### src/rtl/up_sequencer_if.sv
`default_nettype none
// ============================================================================
//  Module      : up_sequencer_if
//  Description : Control bundle between the uP sequencer and the rest of the
//                4-bit datapath (ROM/fetch path, ALU, accumulator, RAM, I/O).
//                master = sequencer side, slave = datapath side.
//  Signals     : run, rom_hi[3:0], instr[3:0], alu_c, alu_z   (to sequencer)
//                state[1:0], phase, pc_inc, pc_load, fetch_en, addr_lo_en,
//                acc_en, alu_sel[2:0], oe_oprnd, oe_in, oe_alu, oe_acc,
//                ram_cs, ram_we, out_en, c_flag, z_flag         (from sequencer)
//  Revision    : 1.0  initial release
// ============================================================================
interface up_sequencer_if;
    // Inputs to the sequencer
    logic       run;
    logic [3:0] rom_hi;
    logic [3:0] instr;
    logic       alu_c;
    logic       alu_z;

    // Outputs of the sequencer
    logic [1:0] state;
    logic       phase;
    logic       pc_inc;
    logic       pc_load;
    logic       fetch_en;
    logic       addr_lo_en;
    logic       acc_en;
    logic [2:0] alu_sel;
    logic       oe_oprnd;
    logic       oe_in;
    logic       oe_alu;
    logic       oe_acc;
    logic       ram_cs;
    logic       ram_we;
    logic       out_en;
    logic       c_flag;
    logic       z_flag;

    modport master (
        input  run, rom_hi, instr, alu_c, alu_z,
        output state, phase, pc_inc, pc_load, fetch_en, addr_lo_en, acc_en,
               alu_sel, oe_oprnd, oe_in, oe_alu, oe_acc, ram_cs, ram_we,
               out_en, c_flag, z_flag
    );

    modport slave (
        output run, rom_hi, instr, alu_c, alu_z,
        input  state, phase, pc_inc, pc_load, fetch_en, addr_lo_en, acc_en,
               alu_sel, oe_oprnd, oe_in, oe_alu, oe_acc, ram_cs, ram_we,
               out_en, c_flag, z_flag
    );
endinterface
`default_nettype wire

### src/rtl/up_sequencer.sv
`default_nettype none
// ============================================================================
//  Module      : up_sequencer
//  Description : Multicycle FETCH / ADDR / EXEC control sequencer for the
//                4-bit microprocessor. Drives PC, fetch registers,
//                accumulator, ALU select, bus enables and RAM strobes, and
//                holds the carry / zero flags.
//  Ports       : clock   - system clock, rising edge active
//                reset   - asynchronous, active-low reset
//                bus     - up_sequencer_if.master control bundle
//                          (run, rom_hi, instr, alu_c, alu_z in;
//                           state, phase, strobes, alu_sel, flags out)
//  Revision    : 1.0  initial release
// ============================================================================
module up_sequencer (
    input  wire            clock,
    input  wire            reset,
    up_sequencer_if.master bus
);

    // ------------------------------------------------------------------
    // State encoding
    // ------------------------------------------------------------------
    localparam logic [1:0] c_FETCH   = 2'b00;
    localparam logic [1:0] c_ADDR    = 2'b01;
    localparam logic [1:0] c_EXEC    = 2'b10;
    localparam logic [1:0] c_ILLEGAL = 2'b11;

    // ------------------------------------------------------------------
    // Opcodes
    // ------------------------------------------------------------------
    localparam logic [3:0] c_OP_JC    = 4'h0;
    localparam logic [3:0] c_OP_JNC   = 4'h1;
    localparam logic [3:0] c_OP_CMPI  = 4'h2;
    localparam logic [3:0] c_OP_CMPM  = 4'h3;
    localparam logic [3:0] c_OP_LIT   = 4'h4;
    localparam logic [3:0] c_OP_IN    = 4'h5;
    localparam logic [3:0] c_OP_LD    = 4'h6;
    localparam logic [3:0] c_OP_ST    = 4'h7;
    localparam logic [3:0] c_OP_JZ    = 4'h8;
    localparam logic [3:0] c_OP_JNZ   = 4'h9;
    localparam logic [3:0] c_OP_ADDI  = 4'hA;
    localparam logic [3:0] c_OP_ADDM  = 4'hB;
    localparam logic [3:0] c_OP_JMP   = 4'hC;
    localparam logic [3:0] c_OP_OUT   = 4'hD;
    localparam logic [3:0] c_OP_NANDI = 4'hE;
    localparam logic [3:0] c_OP_NANDM = 4'hF;

    // ------------------------------------------------------------------
    // ALU function selects
    // ------------------------------------------------------------------
    localparam logic [2:0] c_ALU_PASS_A = 3'b000;
    localparam logic [2:0] c_ALU_PASS_B = 3'b010;
    localparam logic [2:0] c_ALU_NAND   = 3'b100;
    localparam logic [2:0] c_ALU_SUB    = 3'b001;
    localparam logic [2:0] c_ALU_ADD    = 3'b011;

    // ------------------------------------------------------------------
    // Registers and decode wires
    // ------------------------------------------------------------------
    logic [1:0] r_state;
    logic       r_c_flag;
    logic       r_z_flag;

    logic [1:0] w_next_state;
    logic       w_fetch_two_byte;
    logic       w_jump_taken;
    logic       w_flag_we;

    logic       w_pc_inc;
    logic       w_pc_load;
    logic       w_fetch_en;
    logic       w_addr_lo_en;
    logic       w_acc_en;
    logic [2:0] w_alu_sel;
    logic       w_oe_oprnd;
    logic       w_oe_in;
    logic       w_oe_alu;
    logic       w_oe_acc;
    logic       w_ram_cs;
    logic       w_ram_we;
    logic       w_out_en;

    // Opcodes that carry a second byte (jump target low / RAM address).
    function automatic logic f_two_byte(input logic [3:0] op);
        logic v;
        case (op)
            c_OP_JC, c_OP_JNC, c_OP_JZ, c_OP_JNZ, c_OP_JMP,
            c_OP_CMPM, c_OP_ADDM, c_OP_NANDM,
            c_OP_LD, c_OP_ST:  v = 1'b1;
            default:           v = 1'b0;
        endcase
        return v;
    endfunction

    // The length decision is taken from the raw ROM nibble because instr is
    // only latched at the end of FETCH.
    assign w_fetch_two_byte = f_two_byte(bus.rom_hi);

    // Jump conditions look at the flags as registered before this EXEC.
    always_comb begin
        w_jump_taken = 1'b0;
        case (bus.instr)
            c_OP_JMP: w_jump_taken = 1'b1;
            c_OP_JC:  w_jump_taken = r_c_flag;
            c_OP_JNC: w_jump_taken = ~r_c_flag;
            c_OP_JZ:  w_jump_taken = r_z_flag;
            c_OP_JNZ: w_jump_taken = ~r_z_flag;
            default:  w_jump_taken = 1'b0;
        endcase
    end

    // ------------------------------------------------------------------
    // Next-state logic
    // ------------------------------------------------------------------
    always_comb begin
        w_next_state = c_FETCH;
        case (r_state)
            c_FETCH: begin
                if (bus.run) begin
                    w_next_state = w_fetch_two_byte ? c_ADDR : c_EXEC;
                end else begin
                    w_next_state = c_FETCH;
                end
            end
            c_ADDR:    w_next_state = c_EXEC;
            c_EXEC:    w_next_state = c_FETCH;
            c_ILLEGAL: w_next_state = c_FETCH;
            default:   w_next_state = c_FETCH;
        endcase
    end

    // ------------------------------------------------------------------
    // Output decode. Everything is forced low while reset is asserted so an
    // instruction caught mid-flight cannot leave a stray strobe behind.
    // ------------------------------------------------------------------
    always_comb begin
        w_pc_inc     = 1'b0;
        w_pc_load    = 1'b0;
        w_fetch_en   = 1'b0;
        w_addr_lo_en = 1'b0;
        w_acc_en     = 1'b0;
        w_alu_sel    = c_ALU_PASS_A;
        w_oe_oprnd   = 1'b0;
        w_oe_in      = 1'b0;
        w_oe_alu     = 1'b0;
        w_oe_acc     = 1'b0;
        w_ram_cs     = 1'b0;
        w_ram_we     = 1'b0;
        w_out_en     = 1'b0;
        w_flag_we    = 1'b0;

        if (reset) begin
            case (r_state)
                c_FETCH: begin
                    if (bus.run) begin
                        w_fetch_en = 1'b1;
                        w_pc_inc   = 1'b1;
                    end
                end

                c_ADDR: begin
                    w_addr_lo_en = 1'b1;
                    w_pc_inc     = 1'b1;
                end

                c_EXEC: begin
                    case (bus.instr)
                        c_OP_LIT: begin
                            w_oe_oprnd = 1'b1;
                            w_alu_sel  = c_ALU_PASS_B;
                            w_acc_en   = 1'b1;
                        end
                        c_OP_IN: begin
                            w_oe_in   = 1'b1;
                            w_alu_sel = c_ALU_PASS_B;
                            w_acc_en  = 1'b1;
                        end
                        c_OP_LD: begin
                            w_ram_cs  = 1'b1;
                            w_alu_sel = c_ALU_PASS_B;
                            w_acc_en  = 1'b1;
                        end
                        c_OP_ST: begin
                            w_oe_acc = 1'b1;
                            w_ram_cs = 1'b1;
                            w_ram_we = 1'b1;
                        end
                        c_OP_ADDI: begin
                            w_oe_oprnd = 1'b1;
                            w_alu_sel  = c_ALU_ADD;
                            w_acc_en   = 1'b1;
                            w_flag_we  = 1'b1;
                        end
                        c_OP_ADDM: begin
                            w_ram_cs  = 1'b1;
                            w_alu_sel = c_ALU_ADD;
                            w_acc_en  = 1'b1;
                            w_flag_we = 1'b1;
                        end
                        // Compare is a subtract whose result is discarded.
                        c_OP_CMPI: begin
                            w_oe_oprnd = 1'b1;
                            w_alu_sel  = c_ALU_SUB;
                            w_flag_we  = 1'b1;
                        end
                        c_OP_CMPM: begin
                            w_ram_cs  = 1'b1;
                            w_alu_sel = c_ALU_SUB;
                            w_flag_we = 1'b1;
                        end
                        c_OP_NANDI: begin
                            w_oe_oprnd = 1'b1;
                            w_alu_sel  = c_ALU_NAND;
                            w_acc_en   = 1'b1;
                        end
                        c_OP_NANDM: begin
                            w_ram_cs  = 1'b1;
                            w_alu_sel = c_ALU_NAND;
                            w_acc_en  = 1'b1;
                        end
                        c_OP_OUT: begin
                            w_oe_acc = 1'b1;
                            w_out_en = 1'b1;
                        end
                        // Jumps: only PC activity, and only when taken.
                        default: begin
                            w_pc_load = w_jump_taken;
                        end
                    endcase
                end

                // Unused encoding: quiet, like FETCH with run low.
                default: begin
                    w_pc_inc = 1'b0;
                end
            endcase
        end
    end

    // ------------------------------------------------------------------
    // State and flag registers
    // ------------------------------------------------------------------
    always_ff @(posedge clock or negedge reset) begin
        if (!reset) begin
            r_state  <= c_FETCH;
            r_c_flag <= 1'b0;
            r_z_flag <= 1'b0;
        end else begin
            r_state <= w_next_state;
            if (w_flag_we) begin
                r_c_flag <= bus.alu_c;
                r_z_flag <= bus.alu_z;
            end
        end
    end

    // ------------------------------------------------------------------
    // Output drive
    // ------------------------------------------------------------------
    assign bus.state      = r_state;
    assign bus.phase      = (r_state != c_FETCH);
    assign bus.pc_inc     = w_pc_inc;
    assign bus.pc_load    = w_pc_load;
    assign bus.fetch_en   = w_fetch_en;
    assign bus.addr_lo_en = w_addr_lo_en;
    assign bus.acc_en     = w_acc_en;
    assign bus.alu_sel    = w_alu_sel;
    assign bus.oe_oprnd   = w_oe_oprnd;
    assign bus.oe_in      = w_oe_in;
    assign bus.oe_alu     = w_oe_alu;
    assign bus.oe_acc     = w_oe_acc;
    assign bus.ram_cs     = w_ram_cs;
    assign bus.ram_we     = w_ram_we;
    assign bus.out_en     = w_out_en;
    assign bus.c_flag     = r_c_flag;
    assign bus.z_flag     = r_z_flag;

endmodule
`default_nettype wire

### src/flat_wrapper.sv
// flat-port wrapper written by rule: the top's interface ports become plain ports
module up_sequencer_flat 
  (clock, reset, bus_run, bus_rom_hi, bus_instr, bus_alu_c, bus_alu_z, bus_state, bus_phase, bus_pc_inc, bus_pc_load, bus_fetch_en, bus_addr_lo_en, bus_acc_en, bus_alu_sel, bus_oe_oprnd, bus_oe_in, bus_oe_alu, bus_oe_acc, bus_ram_cs, bus_ram_we, bus_out_en, bus_c_flag, bus_z_flag);
  up_sequencer_if bus_i ();
  input  wire clock;
  input  wire reset;
  input wire logic [$bits(bus_i.run)-1:0] bus_run;
  input wire logic [$bits(bus_i.rom_hi)-1:0] bus_rom_hi;
  input wire logic [$bits(bus_i.instr)-1:0] bus_instr;
  input wire logic [$bits(bus_i.alu_c)-1:0] bus_alu_c;
  input wire logic [$bits(bus_i.alu_z)-1:0] bus_alu_z;
  output wire logic [$bits(bus_i.state)-1:0] bus_state;
  output wire logic [$bits(bus_i.phase)-1:0] bus_phase;
  output wire logic [$bits(bus_i.pc_inc)-1:0] bus_pc_inc;
  output wire logic [$bits(bus_i.pc_load)-1:0] bus_pc_load;
  output wire logic [$bits(bus_i.fetch_en)-1:0] bus_fetch_en;
  output wire logic [$bits(bus_i.addr_lo_en)-1:0] bus_addr_lo_en;
  output wire logic [$bits(bus_i.acc_en)-1:0] bus_acc_en;
  output wire logic [$bits(bus_i.alu_sel)-1:0] bus_alu_sel;
  output wire logic [$bits(bus_i.oe_oprnd)-1:0] bus_oe_oprnd;
  output wire logic [$bits(bus_i.oe_in)-1:0] bus_oe_in;
  output wire logic [$bits(bus_i.oe_alu)-1:0] bus_oe_alu;
  output wire logic [$bits(bus_i.oe_acc)-1:0] bus_oe_acc;
  output wire logic [$bits(bus_i.ram_cs)-1:0] bus_ram_cs;
  output wire logic [$bits(bus_i.ram_we)-1:0] bus_ram_we;
  output wire logic [$bits(bus_i.out_en)-1:0] bus_out_en;
  output wire logic [$bits(bus_i.c_flag)-1:0] bus_c_flag;
  output wire logic [$bits(bus_i.z_flag)-1:0] bus_z_flag;
  assign bus_i.run = bus_run;
  assign bus_i.rom_hi = bus_rom_hi;
  assign bus_i.instr = bus_instr;
  assign bus_i.alu_c = bus_alu_c;
  assign bus_i.alu_z = bus_alu_z;
  assign bus_state = bus_i.state;
  assign bus_phase = bus_i.phase;
  assign bus_pc_inc = bus_i.pc_inc;
  assign bus_pc_load = bus_i.pc_load;
  assign bus_fetch_en = bus_i.fetch_en;
  assign bus_addr_lo_en = bus_i.addr_lo_en;
  assign bus_acc_en = bus_i.acc_en;
  assign bus_alu_sel = bus_i.alu_sel;
  assign bus_oe_oprnd = bus_i.oe_oprnd;
  assign bus_oe_in = bus_i.oe_in;
  assign bus_oe_alu = bus_i.oe_alu;
  assign bus_oe_acc = bus_i.oe_acc;
  assign bus_ram_cs = bus_i.ram_cs;
  assign bus_ram_we = bus_i.ram_we;
  assign bus_out_en = bus_i.out_en;
  assign bus_c_flag = bus_i.c_flag;
  assign bus_z_flag = bus_i.z_flag;
  up_sequencer u_core (.clock(clock), .reset(reset), .bus(bus_i));
endmodule
### config.mk
export PLATFORM = sky130hd
export DESIGN_NAME = up_sequencer_flat
export DESIGN_NICKNAME = d
export VERILOG_FILES = /design/src/rtl/up_sequencer_if.sv /design/src/rtl/up_sequencer.sv /design/src/flat_wrapper.sv
export SDC_FILE = /design/constraint.sdc
export NUM_CORES = 1
export LEC_CHECK = 0
export CORE_AREA = 8 8 45 47
export DETAILED_ROUTE_END_ITERATION = 16
export DIE_AREA = 0 0 53 55
export HOLD_SLACK_MARGIN = 0.03
export PLACE_DENSITY = 0.88
export SYNTH_ARGS = -nofsm -noshare
export SYNTH_HDL_FRONTEND = slang
export SYNTH_SLANG_ARGS = --single-unit
### constraint.sdc
create_clock -name clock -period 3.6 [get_ports clock]
set_input_delay 0.54 -clock clock [delete_from_list [all_inputs] [get_ports clock]]
set_output_delay 0.54 -clock clock [all_outputs]
set_load 0.1 [all_outputs]
==> flow_metrics.env <==
export IMPL_routedWlPerCell_um=12.7
export IMPL_worstPathArrival_ns=2.17
export IMPL_largest_family_of_logic_cells_by_synthesized_area="simple AND/OR/NAND/NOR gates"
export IMPL_cts_htree_levels=1
export IMPL_initial_antenna_violation_count=0
export IMPL_worstPathRequired_ns=3.06
export IMPL_period_needed_ns=2.71
export IMPL_setup_violations_final=0
export IMPL_grt_first_pass_wirelength_um=1990
export IMPL_maxSlewViolCount=0
export IMPL_synth_compound_area_frac=0.0896
export IMPL_cts_root_buf="sky130_fd_sc_hd__clkbuf_4"
export IMPL_cts_post_setup_buffers_inserted=0
export IMPL_cts_hold_buffers=0
export IMPL_grt_max_degree=11
export IMPL_crit_path_start_kind="input pin"
export IMPL_drt_first_iter_violations=2
export IMPL_routed_via_density=4.87
export IMPL_route_final_wire_length_um=1280
export IMPL_synth_adder_area_share=0.0280
export IMPL_clock_insertion_delay_worst_skew_ns=0.23
export IMPL_antenna_violating_nets_post_route=0
export IMPL_die_area_um2=2920
export IMPL_nets=101
export IMPL_finalHoldViolations=0
export IMPL_power_density_nw_per_um2=509
export IMPL_tritoncts_clock_tree="built"
export IMPL_tightestPinTransition_ns=0.984
export IMPL_post_route_cells_drive_above_1_share=0.306
export IMPL_syn_cell_area_um2=447
export IMPL_grt_pass1_vias=486
export IMPL_port_buffers=31
export IMPL_maximum_number_of_buffers_from_clock_root_to_sink=2
export IMPL_final_setup_skew_ns=0.00277
export IMPL_relSlewSlack=0.342
export IMPL_setup_tns_ns=0
export IMPL_maxCapViolCount=0
export IMPL_syn_num_nets=69
export IMPL_clock_sinks=4
export IMPL_unrepaired_setup_endpoints_after_global_routing="no"
export IMPL_netlist_cell_type_count=30
export IMPL_post_route_drc_count=0
export IMPL_synth_seq_cells=4
export IMPL_status="finished clean"
export IMPL_synth_yosys_seq_area_share=0.224
export IMPL_initial_utilization=0.323
export IMPL_cts_resized_gates=0
export IMPL_cellLeakagePower_nw=0.343
export IMPL_syn_instance_count=55
export IMPL_die_width_um=53
export IMPL_routabilityCongestion=0.783
export IMPL_layout_cells_most_common="sky130_fd_sc_hd__clkdlybuf4s50_1"
export IMPL_total_power_uw=387
export IMPL_synth_simple_gate_area_share=0.440
export IMPL_max_freq_mhz=369
export IMPL_place_area_um2=737
export IMPL_die_height_um=55
export IMPL_grt_overflow_total=0
export IMPL_path_clk_slew_ns=0.04
export IMPL_detailroute_via_count=492
export IMPL_global_route_usage_total=0.0891
export IMPL_insertedDiodeCount=0
export IMPL_cts_inserted_buffers=3
export IMPL_hold_ws_ns=0.559
export IMPL_core_area_um2=1380
export IMPL_leading_cell_types_in_the_layout_fill_and_taps_excluded="sky130_fd_sc_hd__clkdlybuf4s50_1 (17), sky130_fd_sc_hd__buf_4 (13), sky130_fd_sc_hd__nand2_1 (6)"
export IMPL_area_delta_synth_final_pct=70.0
export IMPL_firstDrtPassIters=4
export IMPL_multiplexer_share_of_the_synthesized_area=0.0728
export IMPL_std_cell_rows=14
export IMPL_path_max_fanout=8
export IMPL_design_portCount=33
export IMPL_path_class="input pin to primary output"
export IMPL_stdcell_area_um2=759
export IMPL_synth_warning_count=0
export IMPL_finalCritPeriodShare=0.752
export IMPL_synthXorXnorAreaFrac=0.0392
export IMPL_post_synth_cell_area_avg_um2=8.12
export IMPL_holdCritPathClass="flip-flop to flip-flop"
export IMPL_end_kind="primary output"
export IMPL_hpwl_after_dpl_um=1120
export IMPL_peakVddDrop_v=0.000311
report_power, final:
part	total, mW	internal (mW)	switching, mW	leakage, nW
Clock	0.0542	0.0372	0.0170	0.0138
Sequential	0.0732	0.0576	0.0156	0.0510
Combinational	0.259	0.0669	0.193	0.278
Total	0.387	0.162	0.225	0.343
critical path, stage by stage:
cell	delay, ns
sky130_fd_sc_hd__clkdlybuf4s50_1	0.54
sky130_fd_sc_hd__nand2b_4	0.20
sky130_fd_sc_hd__or3_1	0.31
sky130_fd_sc_hd__a311oi_2	0.35
sky130_fd_sc_hd__buf_12	0.22
stage by stage:
stage	setup slack, ns	utilization	std cells
3_5_place_dp	0.886	0.533	98
5_1_grt	0.830	0.549	101
6_report	0.893	0.549	101
2_1_floorplan	-0.300	-	55
4_1_cts	0.880	0.549	101
3_3_place_gp	0.923	0.533	98
cells in the mapped netlist:
cell type                  number  share of area
sky130_fd_sc_hd__or2_2          1          0.014
sky130_fd_sc_hd__conb_1         1         0.0084
sky130_fd_sc_hd__buf_2          1          0.011
sky130_fd_sc_hd__a311oi_1       2          0.039
sky130_fd_sc_hd__nand2_1        6          0.050
sky130_fd_sc_hd__clkbuf_2       1          0.011
sky130_fd_sc_hd__nand3_1        2          0.022
sky130_fd_sc_hd__and3_1         1          0.014
sky130_fd_sc_hd__dfrtp_1        4           0.22
sky130_fd_sc_hd__nor3b_4        1          0.042
sky130_fd_sc_hd__inv_1          4          0.034
sky130_fd_sc_hd__o211ai_1       1          0.017
sky130_fd_sc_hd__mux2_2         2          0.050
sky130_fd_sc_hd__a21oi_1        2          0.022
sky130_fd_sc_hd__nor2_1         5          0.042
sky130_fd_sc_hd__buf_6          1          0.025
sky130_fd_sc_hd__mux2i_1        1          0.022
sky130_fd_sc_hd__nand4b_1       1          0.020
sky130_fd_sc_hd__and2b_2        1          0.020
sky130_fd_sc_hd__xnor2_1        2          0.039
sky130_fd_sc_hd__nand2b_4       1          0.031
sky130_fd_sc_hd__o21ai_0        1          0.011
sky130_fd_sc_hd__and4_1         1          0.020
sky130_fd_sc_hd__nand2b_1       2          0.028
sky130_fd_sc_hd__nor3b_1        2          0.034
sky130_fd_sc_hd__nand3b_4       1          0.045
sky130_fd_sc_hd__or3_1          1          0.014
sky130_fd_sc_hd__buf_4          1          0.017
sky130_fd_sc_hd__ha_1           1          0.028
sky130_fd_sc_hd__nor3_1         4          0.045
registers in the layout, summed over array words and instances (netlist names):
register	flops
u_core.bus.state	2
u_core.bus.c_flag	1
u_core.bus.z_flag	1
kinds of logic after synthesis:
group | Yosys count
AO/OA/AOI/OAI | 6
flip-flops | 4
AND/OR/NAND/NOR | 30
multiplexers | 3
buffers and inverters | 8
other | 1
XOR/XNOR | 2
adder cells (fa/ha/maj) | 1
final timing paths:
kind / start / end / slack (ns) / cells after the start
setup / recovery: bus_instr[3] / bus_pc_load / 0.89 / 5
hold / removal: u_core.bus.z_flag / u_core.bus.z_flag / 0.56 / 1
setup reg to reg: u_core.bus.state[0] / u_core.bus.c_flag / 2.21 / 3
hold reg to reg: u_core.bus.z_flag / u_core.bus.z_flag / 0.56 / 1
max in group asynchronous: reset / u_core.bus.state[0] / 2.76 / 1
min in group asynchronous: reset / u_core.bus.c_flag / 0.58 / 1
metal layers:
metal	part of all wire	global-route usage	vias up
li1	-	-	252
met1	0.35	0.0776	213
met2	0.48	0.158	27
met3	0.18	0.0508	0
met4	0	0.0517	0
met5	0	0	-
final cells by class:
type / instances / area [µm²]
fill: 135 / 624
multi-input combinational: 43 / 314
timing repair buffer: 31 / 288
sequential: 4 / 100
clock buffer: 3 / 22.5
tap: 16 / 20.0
inverter: 4 / 15.0
Power figures use the tool's default switching activity.
